File: config.mk
export PLATFORM = sky130hd
export DESIGN_NAME = uart_tx_arbiter
export DESIGN_NICKNAME = d
export VERILOG_FILES = /design/src/rtl/uart_tx_arbiter_pkg.sv /design/src/rtl/sync_fifo8.sv /design/src/rtl/uart_tx_arbiter.sv
export SDC_FILE = /design/constraint.sdc
export NUM_CORES = 1
export LEC_CHECK = 0
export ABC_AREA = 1
export CAP_MARGIN = 40
export CORE_MARGIN = 10
export CORE_UTILIZATION = 50
export CTS_CLUSTER_SIZE = 25
export DETAILED_ROUTE_END_ITERATION = 8
export HOLD_SLACK_MARGIN = 0.06
export PLACE_DENSITY = 0.72
export SKIP_CTS_REPAIR_TIMING = 1
export SLEW_MARGIN = 10
export SYNTH_ARGS = -nofsm -noshare
export SYNTH_HDL_FRONTEND = slang
export SYNTH_HIERARCHICAL = 1
export SYNTH_SLANG_ARGS = --single-unit
File: constraint.sdc
create_clock -name clk -period 2.6 [get_ports clk]
set_input_delay 0.52 -clock clk [delete_from_list [all_inputs] [get_ports clk]]
set_output_delay 0.52 -clock clk [all_outputs]
set_load 0.005 [all_outputs]
File: src/rtl/uart_tx_arbiter_pkg.sv
// Shared definitions for the UART transmit arbiter: FSM states, grant
// encodings and default FIFO geometry.
package uart_tx_arbiter_pkg;

  localparam int DEFAULT_DEPTH = 8;
  localparam int DEFAULT_AW    = 3;

  typedef enum logic [1:0] {
    S_IDLE      = 2'd0,
    S_START     = 2'd1,
    S_WAIT_BUSY = 2'd2,
    S_WAIT_DONE = 2'd3
  } tx_state_t;

  localparam logic GNT_CPU  = 1'b0;
  localparam logic GNT_ECHO = 1'b1;

endpackage

File: src/rtl/sync_fifo8.sv
// Byte-wide synchronous FIFO with registered occupancy count; full and empty
// are decoded from the registered count only.
module sync_fifo8
  import uart_tx_arbiter_pkg::*;
#(
  parameter int DEPTH = DEFAULT_DEPTH,
  parameter int AW    = DEFAULT_AW
) (
  input  logic          clk,
  input  logic          reset,
  input  logic          push,
  input  logic [7:0]    din,
  input  logic          pop,
  output logic [7:0]    dout,
  output logic [AW:0]   count,
  output logic          full,
  output logic          empty
);

  logic [7:0]    mem [DEPTH];
  logic [AW-1:0] wr_ptr;
  logic [AW-1:0] rd_ptr;

  // NOTE: the storage array has no reset; pointers and count alone decide
  // which entries are valid, so the array can map onto plain RAM.
  always_ff @(posedge clk) begin
    if (push) begin
      mem[wr_ptr] <= din;
    end
  end

  // Pointers are exactly AW bits wide, so wrap at DEPTH is the natural overflow.
  always_ff @(posedge clk) begin
    if (reset) begin
      wr_ptr <= '0;
      rd_ptr <= '0;
      count  <= '0;
    end else begin
      if (push) wr_ptr <= wr_ptr + 1'b1;
      if (pop)  rd_ptr <= rd_ptr + 1'b1;
      case ({push, pop})
        2'b10:   count <= count + 1'b1;
        2'b01:   count <= count - 1'b1;
        default: count <= count;
      endcase
    end
  end

  assign dout  = mem[rd_ptr];
  assign full  = (count == (AW+1)'(DEPTH));
  assign empty = (count == '0);

endmodule

File: src/rtl/uart_tx_arbiter.sv
// Round-robin merge of CPU and echo bytes into one transmit FIFO, drained by
// a start/busy handshake FSM in front of the UART TX core.
module uart_tx_arbiter
  import uart_tx_arbiter_pkg::*;
#(
  parameter int DEPTH = DEFAULT_DEPTH,
  parameter int AW    = DEFAULT_AW
) (
  input  logic          clk,
  input  logic          reset,
  input  logic          cpu_we,
  input  logic [7:0]    cpu_data,
  output logic          cpu_ready,
  input  logic          echo_valid,
  input  logic [7:0]    echo_data,
  output logic          echo_ready,
  input  logic          echo_en,
  output logic          tx_start,
  output logic [7:0]    tx_data,
  input  logic          tx_busy,
  output logic [AW:0]   fifo_count,
  output logic          cpu_drop,
  output logic          irq_idle
);

  tx_state_t  state;
  tx_state_t  state_next;
  logic       last_grant;
  logic       grant;
  logic       req_c;
  logic       req_e;
  logic       push;
  logic       pop;
  logic       full;
  logic       empty;
  logic [7:0] push_data;
  logic [7:0] fifo_dout;

  assign req_c = cpu_we;
  assign req_e = echo_valid & echo_en;

  // NOTE: every always_comb output gets a default before any branch so no
  // path leaves it unassigned, which would otherwise infer a latch.
  always_comb begin
    push     = 1'b0;
    grant    = GNT_CPU;
    cpu_drop = 1'b0;
    if (!reset) begin
      if (full) begin
        cpu_drop = cpu_we;
      end else if (req_c && req_e) begin
        push  = 1'b1;
        grant = (last_grant == GNT_CPU) ? GNT_ECHO : GNT_CPU;
      end else if (req_c) begin
        push  = 1'b1;
        grant = GNT_CPU;
      end else if (req_e) begin
        push  = 1'b1;
        grant = GNT_ECHO;
      end
    end
  end

  assign cpu_ready  = push & (grant == GNT_CPU);
  assign echo_ready = push & (grant == GNT_ECHO);
  assign push_data  = (grant == GNT_ECHO) ? echo_data : cpu_data;

  sync_fifo8 #(
    .DEPTH (DEPTH),
    .AW    (AW)
  ) u_fifo (
    .clk   (clk),
    .reset (reset),
    .push  (push),
    .din   (push_data),
    .pop   (pop),
    .dout  (fifo_dout),
    .count (fifo_count),
    .full  (full),
    .empty (empty)
  );

  // NOTE: sequential state uses non-blocking assignments so every register
  // samples pre-edge values regardless of process evaluation order.
  always_ff @(posedge clk) begin
    if (reset) begin
      state      <= S_IDLE;
      last_grant <= GNT_ECHO;
      tx_data    <= 8'h00;
      irq_idle   <= 1'b1;
    end else begin
      state <= state_next;
      if (push) last_grant <= grant;
      if (pop)  tx_data    <= fifo_dout;
      irq_idle <= empty && (state == S_IDLE);
    end
  end

  // Start and pop are suppressed while reset is held so a transfer cannot
  // leak out of a state that reset is about to discard.
  always_comb begin
    state_next = state;
    pop        = 1'b0;
    tx_start   = 1'b0;
    case (state)
      S_IDLE: begin
        if (!reset && !empty && !tx_busy) begin
          pop        = 1'b1;
          state_next = S_START;
        end
      end
      S_START: begin
        tx_start   = !reset;
        state_next = S_WAIT_BUSY;
      end
      S_WAIT_BUSY: begin
        if (tx_busy) state_next = S_WAIT_DONE;
      end
      S_WAIT_DONE: begin
        if (!tx_busy) state_next = S_IDLE;
      end
      default: state_next = S_IDLE;
    endcase
  end

endmodule

* Word level (Yosys, flattened, before mapping)
Memory sizes are Yosys's and may differ from the RTL's. A register that Yosys moved wholly into a read port is not among the register bits.
Index checks and enable logic that the tools add are counted.
Widths: inputs -> output; s select.
** Word-level totals
- Register bits :: 14
- RAM bits :: 64
- Input bits :: 22
- Logic and storage cells :: 58
- Memories kept :: 1
** Memory list
- u_fifo.mem :: depth 8, bits a word 8, read ports 1, clocked after Yosys merged registers in 1, wr ports 1, line sync_fifo8.sv:20 : logic [7:0] mem [DEPTH];
** Cells by class
- Add/subtract/negate cells :: 4
- Equality and inequality tests :: 9
- Multiplexer cells :: 23
- Bitwise operators :: 4
- Reduce and logical (&&, ||, !) cells :: 11
** Operator list (number)
- $mux 1 :: 17
- $mux 8 :: 1
- $pmux 2 s4 :: 1
- $pmux 4 s2 :: 1
- $add 3x1->3 const B :: 2
- $eq 2x2->1 const B :: 3
- $mux 2 :: 3
- $add 4x1->4 const B :: 1
- $eq 2x1->1 const B :: 2
- $eq 4x4->1 const B :: 1
- $logic_and 1x1->1 :: 4
- $logic_not 4->1 :: 1
- $ne 2x2->1 const B :: 2
- $sub 4x1->4 const B :: 1
- $and 1x1->1 :: 3
- $logic_not 1->1 :: 3
- $reduce_and 3->1 :: 1
- $logic_not 2->1 :: 1
- $ne 2x1->1 const B :: 1
- $reduce_bool 2->1 :: 1
- $not 1->1 :: 1

* Logic depth before layout (Yosys ltp)
Gate-level depths: netlist of run 1.
- Depth in word-level cells :: 8
- Mapped depth :: 16

* Modules after synthesis
Netlist of run 1, hierarchy kept.
** By module, submodules not included
- sync_fifo8 :: times used 1, cells an instance 266, area each 3141.8 µm²
- uart_tx_arbiter :: times used 1, cells an instance 108, area each 704.4 µm²

* Least setup slack after synthesis of run 1
Ideal clock, no wire load.
- Path kind :: register to register
- From :: register u_fifo.count[3]
- To :: register u_fifo.count[2]
- Data arrival time :: 2.131 ns
- Required time :: 2.485 ns
- Path slack :: 0.354 ns
- Stages on the path, launching flop included :: 16
- Cells stage by stage :: dfxtp_1 inv_1 nor4_1 a21oi_1 nand2_1 inv_1 inv_1 ha_1 nand2_1 inv_1 nor2_2 ha_1 a21oi_1 xnor2_1 o21ai_0 inv_1
** On the way
- Elaborated cells on any way between the ends :: 13
- Classes of those cells :: eq/ne (3); mux (5); reduce/logical (5)
** RTL lines
- start: declaration :: line sync_fifo8.sv:15 : output logic [AW:0] count,
- start signal: assignment :: line sync_fifo8.sv:42 : 2'b10: count <= count + 1'b1;
- start signal: assignment :: line sync_fifo8.sv:43 : 2'b01: count <= count - 1'b1;
- start signal: assignment :: line sync_fifo8.sv:44 : default: count <= count;
- $eq 4x4->1 * :: line sync_fifo8.sv:50 : assign full = (count == (AW+1)'(DEPTH));
- net full :: line uart_tx_arbiter.sv:34 : logic full;
- $mux 1 * :: line uart_tx_arbiter.sv:49 : if (full) begin
- $mux 1 * :: line uart_tx_arbiter.sv:48 : if (!reset) begin
- net push :: line uart_tx_arbiter.sv:32 : logic push;
- $eq 2x1->1 / $eq 2x2->1 (equally long branches) :: line sync_fifo8.sv:41 : case ({push, pop})
- $pmux 4 s2 / $reduce_bool 2->1 (equally long branches)
The timed path passes the listed nets; every way through them passes the cells marked *.
A chain may end at the register's enable or synchronous reset.

* Worst setup path after layout of run 1
- From :: input cpu_we
- To :: output cpu_ready
** On the way
- Word-level cells in the longest chain between the ends :: 6
- Elaborated cells on any way between the ends :: 11
- Classes of those cells :: mux (8); bitwise (2); reduce/logical (1)
** RTL lines
- start: declaration :: line uart_tx_arbiter.sv:11 : input logic cpu_we,
- $mux 1 / $logic_and 1x1->1 (equally long branches) :: line uart_tx_arbiter.sv:54, uart_tx_arbiter.sv:51
- $mux 1 :: line uart_tx_arbiter.sv:51 : end else if (req_c && req_e) begin
- $mux 1 :: line uart_tx_arbiter.sv:49
- $mux 1 :: line uart_tx_arbiter.sv:48
- $not 1->1 :: line uart_tx_arbiter.sv:64 : assign cpu_ready = push & (grant == GNT_CPU);
- $and 1x1->1 * :: line uart_tx_arbiter.sv:64
- end: declaration :: line uart_tx_arbiter.sv:13 : output logic cpu_ready,
Every way passes the cells marked *; elsewhere a longest branch is shown, timed or not.

==> results of run 1 <==
[cells by family (layout without fill, tap and decap cells)]
group	Yosys count	after routing	share of synthesized area
DFF	89	89	0.630
xor gates and xnor gates	4	4	0.00911
buffers and inverters	37	102	0.0472
AOI/OAI and AO/OA	62	62	0.0846
muxes	8	8	0.0208
adders and majority gates	10	10	0.0325
and+or+nand+nor	164	164	0.176
[area by class of cell]
type,instances,area [sq um]
fillers,603,2750
flip-flops and latches,89,2420
multi-input cells,248,1250
repair buffers,60,546
clock buffers,9,124
well taps,99,124
inverters,26,103
clock inverters,7,45.0
[flip-flops by register name, indices dropped and copies added, names as in the netlist, named ones only]
| signal | cells |
|---|---|
| irq_idle | 1 |
| last_grant | 1 |
| state | 2 |
| tx_data | 8 |
| u_fifo/count | 4 |
| u_fifo/mem | 64 |
| u_fifo/rd_ptr | 3 |
| u_fifo/wr_ptr | 3 |
[cell usage in the layout (no fill, tap or decap), types with 3 or more instances in the layout]
master	count
buf_4	22
clkbuf_8	9
xnor2_1	3
ha_1	9
a21oi_1	18
inv_2	5
o21ai_1	14
clkdlybuf4s50_1	38
nor2_1	53
mux2i_1	8
dfxtp_1	23
nand2_1	94
edfxtp_1	64
o21ai_0	20
inv_1	20
nand3_1	7
o22ai_1	8
[metrics by stage]
stage | util | total power [mW] | cell area, sq um | hold WS (ns) | cells
global placement | 0.602 | 2.82 | 4440 | 0.453 | 522
floorplan | - | 2.47 | 3850 | 0.429 | 374
CTS | 0.625 | 3.66 | 4610 | 0.473 | 538
finish | 0.626 | 3.63 | 4620 | 0.469 | 538
global route | 0.626 | 3.87 | 4620 | 0.488 | 538
detailed placement | 0.602 | 2.85 | 4440 | 0.460 | 522
[path summary, 6_finish.rpt]
kind	startpoint	to	slack (ns)	depth (start not counted)
min reg2reg	tx_data[0]$_SDFFE_PP0P_	tx_data[0]$_SDFFE_PP0P_	0.47	2
max reg2reg	u_fifo/count[1]$_SDFFE_PP0P_	u_fifo/count[2]$_SDFFE_PP0P_	0.39	15
min	tx_data[0]$_SDFFE_PP0P_	tx_data[0]$_SDFFE_PP0P_	0.47	2
max	cpu_we	cpu_ready	0.14	6
[worst register-to-register path, delay by kind of cell, from the launching register on]
family                   cells  cell delay (ns)
AO/OA/AOI/OAI                3             0.34
flip-flops                   1             0.39
AND/OR/NAND/NOR              4             0.46
adder cells (fa/ha/maj)      2             0.38
XOR/XNOR                     1             0.09
buffers and inverters        5             0.46
[routing by layer]
| layer | vias up | global-route usage | share of wire |
|---|---|---|---|
| met3 | 10 | 0.0383 | 0.049 |
| met2 | 64 | 0.249 | 0.51 |
| li1 | 1383 | - | - |
| met1 | 1286 | 0.164 | 0.42 |
| met5 | - | 0 | 0 |
| met4 | 0 | 0.0611 | 0.014 |
[power groups by stage]
stage,clock network (mW),logic (mW),registers (mW)
after floorplan,0,0.700,1.77
after global placement,0,1.04,1.78
after detailed placement,0,1.07,1.78
after CTS,0.831,1.07,1.75
after global routing,0.890,1.21,1.78
final,0.812,1.07,1.75
==> results.ini, run 1 <==
[synth]
syn_inst = 374
yosysUniqueCellTypes = 28
synthTopCellsByArea = edfxtp_1 (50%), dfxtp_1 (13%), nand2_1 (9.2%)
yosys_register_bits = 89
synth_edf_count = 64
yosys.area.top_type_share = 0.500
synth_sequential_area_ratio = 0.630
synth_area_sq_um = 3850
synth_common_cells = nand2_1 (94), edfxtp_1 (64), nor2_1 (53)
yosys.area.top_type = edfxtp_1
syn-num-nets = 406
synth_most_common_cell = nand2_1
yosys_warnings = 6
postSynthAreaPerCell_sq_um = 10.3
async_flop_share = 0
synth-main-ff-cell = edfxtp_1

[timing]
rsz0062_at_grt = no
slew_viol_final = 0
fin_worst_skew_ns = 0.0121
relSlewSlack = 0.712
hold_viol = 0
max_freq_mhz = 407
worst_pin_slew_ns = 0.432
finalCritPeriodShare = 0.946
finalCriticalPeriod_ns = 2.46
finalSetupViolCount = 0
finalSetupTns_ns = 0
worst_slack_ns = 0.141

[critical_path]
cp_cell_sequence = clkdlybuf4s50_1 -> inv_1 -> a21oi_1 -> nand2_1 -> nor2_1 -> clkdlybuf4s50_1
cp.required_ns = 2.08
end_kind = output port
critical_path_buf_inv_count = 3
path_class = primary input to output port
cpPeakStageDelay_ns = 0.53
crit_top_cell = clkdlybuf4s50_1
crit_arrival_ns = 1.94
worst_path_max_delay_cell = clkdlybuf4s50_1
startpoint_type = primary input
cp_top_family = buffers and inverters
critPathMaxFanout = 3

[drt]
routedWlPerCell_um = 14.7
viasPerCell = 5.10
vias = 2743
firstDrtPassIters = 4
final_antenna_net_count = 0
drc = 0
drt_wl_total_mm = 7.91
drtIter0Drc = 122

[floorplan]
row_count = 31
start_util = 0.522
core_sq_um = 7370
fp.dieArea_sq_um = 11600
fp.dieW_um = 108
die_h_um = 108
num_io_pins = 39

[pwr]
p_clk_frac = 0.223
power.internal_mw = 2.46
combPwrFrac = 0.294
p_switching_mw = 1.17
p_per_area_nw_per_um2 = 787
p_leak_nw = 1.74
swShare = 0.322
peakVddDrop_mv = 0.479
p_seq_frac = 0.483

[cts]
cts_buffers = 9
cts_tree = done
clk_pin_slew_worst_paths_ns = 0.09
clockRootBuffer = clkbuf_8
cts_num_sinks = 89
clock_latency_ns = 0.35
htreeDepth = 3
clockBufferDepth = 2

[global_route]
grt_pass1_vias = 2730
grt_pass1_wl_mm = 13.0
grt_remaining_overflow = 0
grt_max_degree = 33
antenna_found_initial = 0
grt_util_all_layers = 0.144

[place]
place_congestion = 0.784
place_ws_ns = -0.0337
portBuffers = 38
hpwlAfterDp_mm = 5.61

[cells_and_area]
drive_gt1_frac = 0.118
diodes = 0
area_growth_pct = 20.0
layout.nets = 466

[min_path]
hp-class = register to register

[outcome]
status = finished clean

[run]
cap_viol_max_count = 0

No activity file was read; power rests on OpenSTA's default activity.
==> run 2, diff against run 1 <==
Settings changed: MAX_ROUTING_LAYER from default to met4.
==> run 2 against run 1 <==
Die area is the same. Non-clock buffer count is the same. Clock skew shrank 0.00074 ns. Critical path depth is the same. Combinational power is essentially flat. Register-to-register slack is essentially flat. Routed wire length grew 0.25%. Setup slack gained 0.0020 ns. Power is essentially flat. Via count grew 0.44%. Count of clock-buffer cells in the layout is the same. Worst hold slack is essentially flat.
==> results.ini, run 2 (synthesized netlist as in run 1, its figures left out) <==
[drt]
final_antenna_net_count = 0  ; unchanged
routedWlPerCell_um = 14.7  ; about the same
firstDrtPassIters = 4  ; unchanged
drt_wl_total_mm = 7.93  ; was 7.91 mm
drc = 0  ; unchanged
viasPerCell = 5.12  ; was 5.10
drtIter0Drc = 142  ; was 122
vias = 2755  ; was 2743

[cts]
clock_latency_ns = 0.35  ; about the same
clockBufferDepth = 2  ; unchanged
cts_num_sinks = 89  ; unchanged
htreeDepth = 3  ; unchanged
clockRootBuffer = clkbuf_8  ; unchanged
clk_pin_slew_worst_paths_ns = 0.09  ; about the same
cts_tree = done  ; unchanged
cts_buffers = 9  ; unchanged

[global_route]
grt_use_met3 = 0.0299  ; was 0.0383
grt_pass1_wl_mm = 13.0  ; about the same
grt_util_all_layers = 0.148  ; was 0.144
globalRouteMet2Util = 0.250  ; was 0.249
grt_max_degree = 33  ; unchanged
antenna_found_initial = 0  ; unchanged
grt_remaining_overflow = 0  ; unchanged
grt_pass1_vias = 2733  ; was 2730
busiest_layer = met2  ; unchanged
met1_usage = 0.168  ; was 0.164

[critical_path]
cp_top_family = buffers and inverters  ; unchanged
cpPeakStageDelay_ns = 0.52  ; was 0.53 ns
startpoint_type = primary input  ; unchanged
crit_top_cell = clkdlybuf4s50_1  ; unchanged
path_class = primary input to output port  ; unchanged
end_kind = output port  ; unchanged
cp.required_ns = 2.08  ; about the same
critPathMaxFanout = 3  ; unchanged
cp_cell_sequence = clkdlybuf4s50_1 -> inv_1 -> a21oi_1 -> nand2_1 -> nor2_1 -> clkdlybuf4s50_1  ; unchanged
worst_path_max_delay_cell = clkdlybuf4s50_1  ; unchanged
crit_arrival_ns = 1.94  ; about the same
critical_path_buf_inv_count = 3  ; unchanged

[cells_and_area]
finalInstanceArea_sq_um = 4620  ; unchanged
largest_reg_flops = 64  ; unchanged
top_register = u_fifo/mem  ; unchanged
mostFrequentLayoutCells = nand2_1 (94), edfxtp_1 (64), nor2_1 (53)  ; unchanged
reg_top3 = u_fifo/mem: 64 flops, tx_data: 8 flops, u_fifo/count: 4 flops  ; unchanged
area_growth_pct = 20.0  ; unchanged
final_common_cell = nand2_1  ; unchanged
drive_gt1_frac = 0.118  ; unchanged
layout.nets = 466  ; unchanged
diodes = 0  ; unchanged

[pwr]
peakVddDrop_mv = 0.479  ; about the same
p_leak_nw = 1.74  ; unchanged
p_total_mw = 3.63  ; about the same
p_per_area_nw_per_um2 = 787  ; about the same

[min_path]
hp-class = register to register  ; unchanged

[timing]
hold_slack_ns = 0.469  ; about the same
finalSetupViolCount = 0  ; unchanged
finalCritPeriodShare = 0.945  ; was 0.946
relSlewSlack = 0.711  ; was 0.712
rsz0062_at_grt = no  ; unchanged
slew_viol_final = 0  ; unchanged
fin_worst_skew_ns = 0.0114  ; was 0.0121 ns
worst_pin_slew_ns = 0.433  ; was 0.432 ns
finalCriticalPeriod_ns = 2.46  ; about the same
hold_viol = 0  ; unchanged
max_freq_mhz = 407  ; about the same

[place]
place_congestion = 0.795  ; was 0.784
placed_area_sq_um = 4440  ; unchanged
portBuffers = 38  ; unchanged
hpwlAfterDp_mm = 5.61  ; unchanged

[floorplan]
fp.dieW_um = 108  ; unchanged
num_io_pins = 39  ; unchanged
core_sq_um = 7370  ; unchanged
row_count = 31  ; unchanged
start_util = 0.522  ; unchanged
fp.dieArea_sq_um = 11600  ; unchanged
die_h_um = 108  ; unchanged

[outcome]
status = finished clean  ; unchanged

[run]
cap_viol_max_count = 0  ; unchanged

==> run 2: cell counts in the layout (fill, tap and decap cells not counted) <==
Identical to the previous run, type by type.
==> run 2: per-stage QoR <==
stage | utilization | TNS [ns] | std cells | setup slack, ns
2_1_floorplan | - | 0 | 374 | 0.354
3_3_place_gp | 0.602 | 0 | 522 | 0.0541
3_5_place_dp | 0.602 | -0.0337 | 522 | -0.0337
4_1_cts | 0.625 | 0 | 538 | 0.0569
5_1_grt | 0.626 | 0 | 538 | 0.00714
6_report | 0.626 | 0 | 538 | 0.143
==> run 2: metal layers <==
metal / routed length [um] / up-vias
met3: 406 / 10
met5: 0 / -
met4: 110 / 0
li1: - / 1386
met1: 3390 / 1289
met2: 4020 / 70
==> run 2: where the power goes <==
part,total [mW],switching [mW],internal [mW]
Sequential,1.75,0.0977,1.66
Clock,0.812,0.468,0.343
Combinational,1.07,0.605,0.463
Total,3.63,1.17,2.46
==> run 2: tightest hold or removal path: cells and delay by family (launching register included) <==
kind,cells,cell delay (ns)
compound gates,1,0.05
flops,1,0.32
simple gates,1,0.06
==> run 2: path summary, 6_finish.rpt <==
check,start,endpoint,slack [ns],cells after the start
hold / removal,tx_data[0]$_SDFFE_PP0P_,tx_data[0]$_SDFFE_PP0P_,0.47,2
hold reg to reg,tx_data[0]$_SDFFE_PP0P_,tx_data[0]$_SDFFE_PP0P_,0.47,2
setup reg to reg,u_fifo/count[1]$_SDFFE_PP0P_,u_fifo/count[2]$_SDFFE_PP0P_,0.39,15
setup / recovery,cpu_we,cpu_ready,0.14,6
==> run 2: cell type report <==
cell class	count	area, sq um
Inverter	26	103
Sequential cell	89	2420
Clock buffer	9	124
Fill cell	603	2750
Tap cell	99	124
Clock inverter	7	45.0
Multi-Input combinational cell	248	1250
Timing Repair Buffer	60	546
==> run 3, diff against run 2 <==
Settings changed: CORE_MARGIN 10 to default, GPL_TIMING_DRIVEN from default to 0, TNS_END_PERCENT from default to 20.
==> run 3 against run 2 <==
Final area increased by 0.24%. Routed wire length decreased by 0.82%. Count of clock-buffer cells in the layout unchanged. Largest cell class unchanged.
==> results.ini, run 3 (synthesized netlist as in run 1, its figures left out) <==
[cells_and_area]
largest_reg_flops = 64  ; unchanged
n_fill_cell = 577  ; was 603
multi_input_area_sq_um = 1270  ; was 1250 sq um
register_area_sq_um = 2420  ; unchanged
top_register = u_fifo/mem  ; unchanged
mostFrequentLayoutCells = nand2_1 (94), edfxtp_1 (64), nor2_1 (52)  ; was nand2_1 (94), edfxtp_1 (64), nor2_1 (53)
diodes = 0  ; unchanged
finalInstanceArea_sq_um = 4630  ; was 4620 sq um
drive_gt1_frac = 0.100  ; was 0.118
reg_top3 = u_fifo/mem: 64 flops, tx_data: 8 flops, u_fifo/count: 4 flops  ; unchanged
layout.nets = 457  ; was 466
final_common_cell = nand2_1  ; unchanged
area_growth_pct = 20.3  ; was 20.0%

[cts]
cts_num_sinks = 89  ; unchanged
clockRootBuffer = clkbuf_8  ; unchanged
cts_buffers = 9  ; unchanged
clock_latency_ns = 0.36  ; was 0.35 ns
htreeDepth = 3  ; unchanged
clk_pin_slew_worst_paths_ns = 0.10  ; was 0.09 ns
clockBufferDepth = 2  ; unchanged
cts_tree = done  ; unchanged

[critical_path]
end_kind = register  ; was output port
cpPeakStageDelay_ns = 0.57  ; was 0.52 ns
crit_top_cell = inv_1  ; was clkdlybuf4s50_1
crit-reg2reg-launch = u_fifo/count[2]$_SDFFE_PP0P_  ; was u_fifo/count[1]$_SDFFE_PP0P_
cp.required_ns = 2.58  ; was 2.08 ns
reg2reg_depth = 7  ; was 15
rr_endpoint = u_fifo/mem[2][7]$_DFFE_PP_  ; was u_fifo/count[2]$_SDFFE_PP0P_
startpoint_type = primary input  ; unchanged
cp_top_family = simple AND/OR/NAND/NOR gates  ; was buffers and inverters
worst_path_max_delay_cell = nor2_1  ; was clkdlybuf4s50_1
path_class = primary input to register  ; was primary input to output port
r2r_setup_slack_ns = 0.26  ; was 0.39 ns
critPathMaxFanout = 8  ; was 3
crit_arrival_ns = 2.47  ; was 1.94 ns
critical_path_buf_inv_count = 4  ; was 3
cp_cell_sequence = clkdlybuf4s50_1 -> inv_1 -> a21oi_1 -> nand2_1 -> inv_1 -> inv_1 -> or2_2 -> nor2_1  ; was clkdlybuf4s50_1 -> inv_1 -> a21oi_1 -> nand2_1 -> nor2_1 -> clkdlybuf4s50_1

[timing]
finalSetupViolCount = 0  ; unchanged
rsz0062_at_grt = yes  ; was no
finalCritPeriodShare = 0.957  ; was 0.945
hold_slack_ns = 0.473  ; was 0.469 ns
max_freq_mhz = 402  ; was 407 MHz
finalCriticalPeriod_ns = 2.49  ; was 2.46 ns
worst_pin_slew_ns = 0.925  ; was 0.433 ns
fin_worst_skew_ns = 0.0136  ; was 0.0114 ns
hold_viol = 0  ; unchanged
relSlewSlack = 0.381  ; was 0.711
slew_viol_final = 0  ; unchanged

[pwr]
p_leak_nw = 1.74  ; about the same
p_total_mw = 3.92  ; was 3.63 mW
p_per_area_nw_per_um2 = 848  ; was 787 nW/um^2
peakVddDrop_mv = 0.404  ; was 0.479 mV

[drt]
firstDrtPassIters = 4  ; unchanged
drtIter0Drc = 217  ; was 142
final_antenna_net_count = 0  ; unchanged
vias = 2747  ; was 2755
drt_wl_total_mm = 7.87  ; was 7.93 mm
drc = 0  ; unchanged
routedWlPerCell_um = 14.9  ; was 14.7 um
viasPerCell = 5.19  ; was 5.12

[place]
portBuffers = 38  ; unchanged
place_congestion = 0.812  ; was 0.795
hpwlAfterDp_mm = 5.38  ; was 5.61 mm
placed_area_sq_um = 4360  ; was 4440 sq um

[min_path]
hp-start = tx_data[3]$_SDFFE_PP0P_  ; was tx_data[0]$_SDFFE_PP0P_
hold_depth = 2  ; unchanged
hp-class = register to register  ; unchanged
min_to = tx_data[3]$_SDFFE_PP0P_  ; was tx_data[0]$_SDFFE_PP0P_

[floorplan]
core_sq_um = 7330  ; was 7370 sq um
fp.dieArea_sq_um = 8050  ; was 11600 sq um
row_count = 31  ; unchanged
fp.dieW_um = 89.7  ; was 108 um
die_h_um = 89.7  ; was 108 um
num_io_pins = 39  ; unchanged
start_util = 0.525  ; was 0.522

[global_route]
antenna_found_initial = 0  ; unchanged
grt_remaining_overflow = 0  ; unchanged
grt_util_all_layers = 0.213  ; was 0.148
grt_max_degree = 18  ; was 33
grt_pass1_wl_mm = 12.8  ; was 13.0 mm
grt_pass1_vias = 2685  ; was 2733

[outcome]
status = finished clean  ; unchanged

[run]
cap_viol_max_count = 0  ; unchanged

## run 3: worst max path at each step
stage / start / end / slack, ns / cells past startpoint
3_3_place_gp: reset / u_fifo/mem[4][3]$_DFFE_PP_ / -0.39 / 7
4_1_cts: u_fifo/count[3]$_SDFFE_PP0P_ / cpu_ready / -0.22 / 7
2_1_floorplan: u_fifo/count[3]$_SDFFE_PP0P_ / u_fifo/count[2]$_SDFFE_PP0P_ / 0.35 / 15
5_1_grt: u_fifo/count[3]$_SDFFE_PP0P_ / cpu_ready / -0.02 / 7
3_5_place_dp: reset / u_fifo/mem[6][3]$_DFFE_PP_ / -0.35 / 7
6_report: cpu_we / u_fifo/mem[2][7]$_DFFE_PP_ / 0.11 / 8
## run 3: metrics by stage
stage | instances | setup slack (ns) | util | TNS (ns)
final | 529 | 0.111 | 0.631 | 0
after global routing | 529 | -0.0249 | 0.631 | -0.0249
after CTS | 528 | -0.220 | 0.626 | -0.405
after detailed placement | 512 | -0.346 | 0.594 | -8.58
after global placement | 511 | -0.389 | 0.593 | -9.72
after floorplan | 374 | 0.354 | - | 0
## run 3: area by class of cell
class	instances	share of cell area
Tap cell	99	0.0268
Timing Repair Buffer	40	0.0860
Buffer	11	0.0173
Multi-Input combinational cell	248	0.274
Clock buffer	9	0.0268
Clock inverter	7	0.0230
Inverter	26	0.0227
Sequential cell	89	0.524
## run 3: power by group
group | switching [mW] | leakage, nW | total, mW | internal (mW)
Clock | 0.521 | 0.117 | 1.08 | 0.560
Combinational | 0.621 | 0.838 | 1.08 | 0.454
Sequential | 0.110 | 0.784 | 1.77 | 1.66
Total | 1.25 | 1.74 | 3.92 | 2.67
## run 3: metal layers
metal	GRT usage	part of all wire	up-vias
met3	0.0296	0.044	8
met5	-	0	-
met4	0.0833	0.012	0
met1	0.266	0.44	1293
li1	-	-	1364
met2	0.353	0.50	82
## run 3: worst min-delay path: stages (launching register included)
cell,delay (ns)
dfxtp_1,0.32
nand2_1,0.06
a21oi_1,0.05
